--- src/rtl/wide_add_sequencer.sv ---
// wide_add_sequencer: byte-serial multi-precision adder driving a shared external 8-bit adder; define SEQ_SUB_EN for op_sub subtraction
module wide_add_sequencer #(
  parameter int WORDS = 4
) (
  input  logic               clk,
  input  logic               rst,
  input  logic               in_valid,
  output logic               in_ready,
  input  logic [8*WORDS-1:0] op_a,
  input  logic [8*WORDS-1:0] op_b,
  input  logic               cin,
`ifdef SEQ_SUB_EN
  input  logic               op_sub,
`endif
  output logic               out_valid,
  input  logic               out_ready,
  output logic [8*WORDS-1:0] sum,
  output logic               cout,
  output logic [7:0]         add_a,
  output logic [7:0]         add_b,
  output logic               add_cin,
  input  logic [7:0]         add_sum,
  input  logic               add_cout
);
  localparam int IW = $clog2(WORDS);
  localparam logic [IW-1:0] LAST = IW'(WORDS - 1);
  typedef enum logic [1:0] {IDLE, RUN, DONE} state_t;
  state_t             r_state;
  logic [8*WORDS-1:0] r_a, r_b;
  logic [IW-1:0]      r_idx;
  logic               r_cin, r_carry;
  logic               w_run, w_sub;
  logic [7:0]         w_b;
`ifdef SEQ_SUB_EN
  logic               r_sub;
  assign w_sub = r_sub;
`else
  assign w_sub = 1'b0;
`endif
  assign in_ready = r_state == IDLE;
  assign w_run    = r_state == RUN;
  assign w_b      = r_b[8*r_idx +: 8];
  assign add_a    = w_run ? r_a[8*r_idx +: 8] : 8'd0;
  assign add_b    = w_run ? (w_sub ? ~w_b : w_b) : 8'd0;
  assign add_cin  = w_run & (r_idx == '0 ? (w_sub | r_cin) : r_carry);
  always_ff @(posedge clk) begin
    if (rst) begin
      r_state   <= IDLE;
      r_a       <= '0;
      r_b       <= '0;
      r_idx     <= '0;
      r_cin     <= 1'b0;
      r_carry   <= 1'b0;
      sum       <= '0;
      cout      <= 1'b0;
      out_valid <= 1'b0;
`ifdef SEQ_SUB_EN
      r_sub     <= 1'b0;
`endif
    end else begin
      case (r_state)
        IDLE: if (in_valid) begin
          r_a     <= op_a;
          r_b     <= op_b;
          r_cin   <= cin;
          r_idx   <= '0;
          r_state <= RUN;
`ifdef SEQ_SUB_EN
          r_sub   <= op_sub;
`endif
        end
        RUN: begin
          sum[8*r_idx +: 8] <= add_sum;
          r_carry           <= add_cout;
          if (r_idx == LAST) begin
            cout      <= add_cout;
            out_valid <= 1'b1;
            r_state   <= DONE;
          end else r_idx <= r_idx + 1'b1;
        end
        DONE: if (out_ready) begin
          out_valid <= 1'b0;
          r_state   <= IDLE;
        end
        default: r_state <= IDLE;
      endcase
    end
  end
endmodule

--- config.mk ---
export PLATFORM = sky130hd
export DESIGN_NAME = wide_add_sequencer
export DESIGN_NICKNAME = d
export VERILOG_FILES = /design/src/rtl/wide_add_sequencer.sv
export SDC_FILE = /design/constraint.sdc
export NUM_CORES = 1
export LEC_CHECK = 0
export CORE_UTILIZATION = 47
export CTS_CLUSTER_DIAMETER = 120
export DETAILED_ROUTE_END_ITERATION = 12
export HOLD_SLACK_MARGIN = 0.08
export PLACE_DENSITY_LB_ADDON = 0.25
export SYNTH_ARGS = -nofsm -noshare
export SYNTH_HDL_FRONTEND = slang
export SYNTH_SLANG_ARGS = --single-unit
--- constraint.sdc ---
create_clock -name clk -period 2.17 [get_ports clk]
set_input_delay 0.434 -clock clk [delete_from_list [all_inputs] [get_ports clk]]
set_output_delay 0.434 -clock clk [all_outputs]
set_load 0.01 [all_outputs]
==> metrics.txt <==
Pint roughly 2.9 mW; commonest non-fill, non-tap cell in the layout nand2_1; RSZ-0062 raised after global routing true; Die Height between 90 and 100 µm; via count 3719; crit path max fanout 5; area of the die around 9400 µm²; Avg Cell Area, Syn approximately 9.3 µm²; slowest cell on the critical path mux4_2; pin count of the biggest net entering global routing 36; Worst-Margin Slew about 0.66 ns; initial antenna violation count 0; setup ws final -0.0390 ns; Sw Ratio 0.254; number of vias per cell ~5.4; DR iter-0 viols roughly 150; CTS tree done; switching power total 997 µW; Yosys reg bits approximately 100; Inst Count DP ~670; Leak around 2.3 nW; CP delay by family, top multiplexers; TritonCTS Buffers 9; core area around 8700 µm²; FMAX about 450 MHz; CP Cell Sequence bufbuf_16 > mux4_2 > and2_1 > buf_2; Levels on crit path 4; Nets roughly 660; Root Buffer clkbuf_8; vias in the first global route between 3000 and 4000; HPWL Detailed ~7700 µm; hold path depth 2; gr ovfl total 0; top layer reached by signal wires met4; Worst Path Required about 1.7 ns; Slew headroom 0.563; metal1 wirelength between 4000 and 5000 µm; failing checks setup timing; slowest stage delay, CP about 0.48 ns; routed length on met2 5300 µm; Final Setup Violations 7; Finished Layout Cells between 600 and 700; Worst-Skew Late Latency around 0.36 ns; maxcap violations 0; CTS Hold Buffers Added 0; post-layout min period 2.21 ns; Overall Power about 4 mW; reg2reg start r_idx[0]$_SDFFE_PP0P_; Hold Crit Class register to register; Post-Route Skew slightly below 0.005 ns; worst path bufs/invs 2; WHS Endpoint r_b[16]$_SDFFE_PP0P_; DRC violations left 0; status finished, violations left; FP Rows 34; Power Dens Cells about 660 nW/µm²; drt first pass iters 4; Post-DP Area ~5600 µm²; crit path DAT roughly 1.8 ns; Port Buffers 129; Initial Util 0.485; crit end category output pin; met3 wire len ~740 µm; first-pass GRT wire length 17900 µm; CP Class register to output pin; ant diodes 0; Hold Crit Start r_b[16]$_SDFFE_PP0P_; share of cells above drive strength 1 0.162; clock network fraction of total power 0.310; worst IR drop on VDD between 0.0004 and 0.0005 V; Routed Antenna Nets 0; RR Endpoint sum[27]$_SDFFE_PP0P_; I/O Pins between 100 and 150; combinational share of power 0.168; clock buffer depth 2; Sink Count 104; Tcrit/Tclk final 1.02; synth warn 0; unique cell type count in the Yosys netlist 29; DR WL/cell 15.8 µm; die width a little under 100 µm; H-tree levels 3; CP Launch Type register; Placer Congestion between 0.8 and 0.9; Worst-path clk slew around 0.09 ns; Syn Inst Count roughly 450; share of power burned in registers 0.522; Mapped Nets around 540; GRT Resource Usage Total 0.237; count of final max-slew check failures 0; Netlist Area Pre-Place between 4000 and 5000 µm²; Post-Route Setup TNS -0.134 ns; area grow syn2layout 40.9%; most frequent cells in the layout nand2_1, clkdlybuf4s50_1, dfxtp_1; Total Wirelength approximately 11000 µm; r2r worst-path depth 6; fillers 710; Fin. Hold Viols 0; Seq/Total Area, Yosys 0.492; R2R Setup Slk between 0.2 and 0.3 ns; final instance area approximately 6000 µm²
==> worst max-delay path by stage <==
stage	start	to	slack, ns
after floorplan	r_idx[1]$_SDFFE_PP0P_	sum[27]$_SDFFE_PP0P_	0.30
after global placement	r_idx[0]$_SDFFE_PP0P_	add_a[5]	0.02
after detailed placement	r_idx[0]$_SDFFE_PP0P_	add_cin	-0.03
after CTS	r_idx[0]$_SDFFE_PP0P_	add_b[1]	-0.1
after global routing	r_idx[0]$_SDFFE_PP0P_	add_a[6]	-0.10
final	r_idx[0]$_SDFFE_PP0P_	add_a[6]	-0.04
==> tightest hold or removal path: stages (launching register included) <==
cell,delay (ns)
dfxtp_1,0.32
nand2_1,0.05
a21oi_1,0.05
==> cell families (layout without fill, tap and decap cells) <==
| logic type | after synthesis | in the layout | share of synthesized area |
|---|---|---|---|
| AND/OR/NAND/NOR | 179 | 179 | 0.191 |
| multiplexers | 17 | 17 | 0.0876 |
| adder cells (fa/ha/maj) | 5 | 5 | 0.0148 |
| flip-flops | 104 | 104 | 0.492 |
| AO/OA/AOI/OAI | 111 | 111 | 0.166 |
| buffers and inverters | 37 | 169 | 0.0482 |
==> synth_stat cells (all sizes together) <==
| cell type | number | area (µm²) |
|---|---|---|
| nand2 | 136 | 510 |
| dfxtp | 104 | 2080 |
| a21oi | 75 | 390 |
| a22o | 32 | 280 |
| buf | 22 | 148 |
| and2 | 16 | 100 |
| mux4 | 16 | 360 |
| clkbuf | 12 | 45.0 |
| nor2b | 10 | 62.6 |
| ha | 5 | 62.6 |
| and4 | 3 | 26.3 |
| inv | 3 | 11.3 |
| nor2 | 3 | 11.3 |
| nor3b | 3 | 27.5 |
| nand3 | 2 | 10.0 |
| nand3b | 2 | 15.0 |
| or3b | 2 | 17.5 |
| a2111o | 1 | 11.3 |
| mux2i | 1 | 10.0 |
| nand2b | 1 | 6.26 |
| nor4 | 1 | 21.3 |
| o211ai | 1 | 7.51 |
| o21ai | 1 | 5.00 |
| o31ai | 1 | 7.51 |
==> per-layer routing <==
layer | vias up | GRT usage
met2 | 145 | 0.393
met3 | 9 | 0.0621
met4 | 0 | 0.0586
met5 | - | 0
met1 | 1755 | 0.307
li1 | 1810 | -
==> area by class of cell <==
type                       instances  area [µm²]  share of cell area
multi-input combinational        312        1980               0.333
inverter                           3        13.8             0.00231
timing repair buffer             150        1530               0.257
clock inverter                     6        67.6              0.0113
clock buffer                      10         138              0.0231
sequential                       104        2090               0.350
tap                              108         135              0.0227
==> stage by stage <==
stage               worst slack, ns  utilization  hold slack (ns)
floorplan                     0.297            -            0.433
global placement             0.0178        0.646            0.439
detailed placement          -0.0292        0.646            0.443
CTS                         -0.0962        0.682            0.456
global route                 -0.105        0.683            0.478
finish                      -0.0390        0.683            0.456
==> flip-flops by register name, indices dropped and copies added (netlist names) <==
register / flops
r_cin: 1
r_state: 2
r_idx: 2
sum: 32
cout: 1
r_a: 32
out_valid: 1
r_carry: 1
r_b: 32
==> power groups by stage <==
stage | clock (mW) | sequential, mW | combinational [mW]
final | 1.22 | 2.05 | 0.659
after global routing | 1.31 | 2.06 | 0.715
after CTS | 1.24 | 2.05 | 0.664
after detailed placement | 0 | 2.09 | 0.612
after global placement | 0 | 2.09 | 0.598
after floorplan | 0 | 2.08 | 0.331
==> what timing repair did <==
item	4_1_cts	5_1_grt
cloned	2	0
resized for setup	90	8
endpoints found under the setup margin	17	16
buffers inserted	4	0
pin swaps	13	2
(Power assumes the default switching activity.)
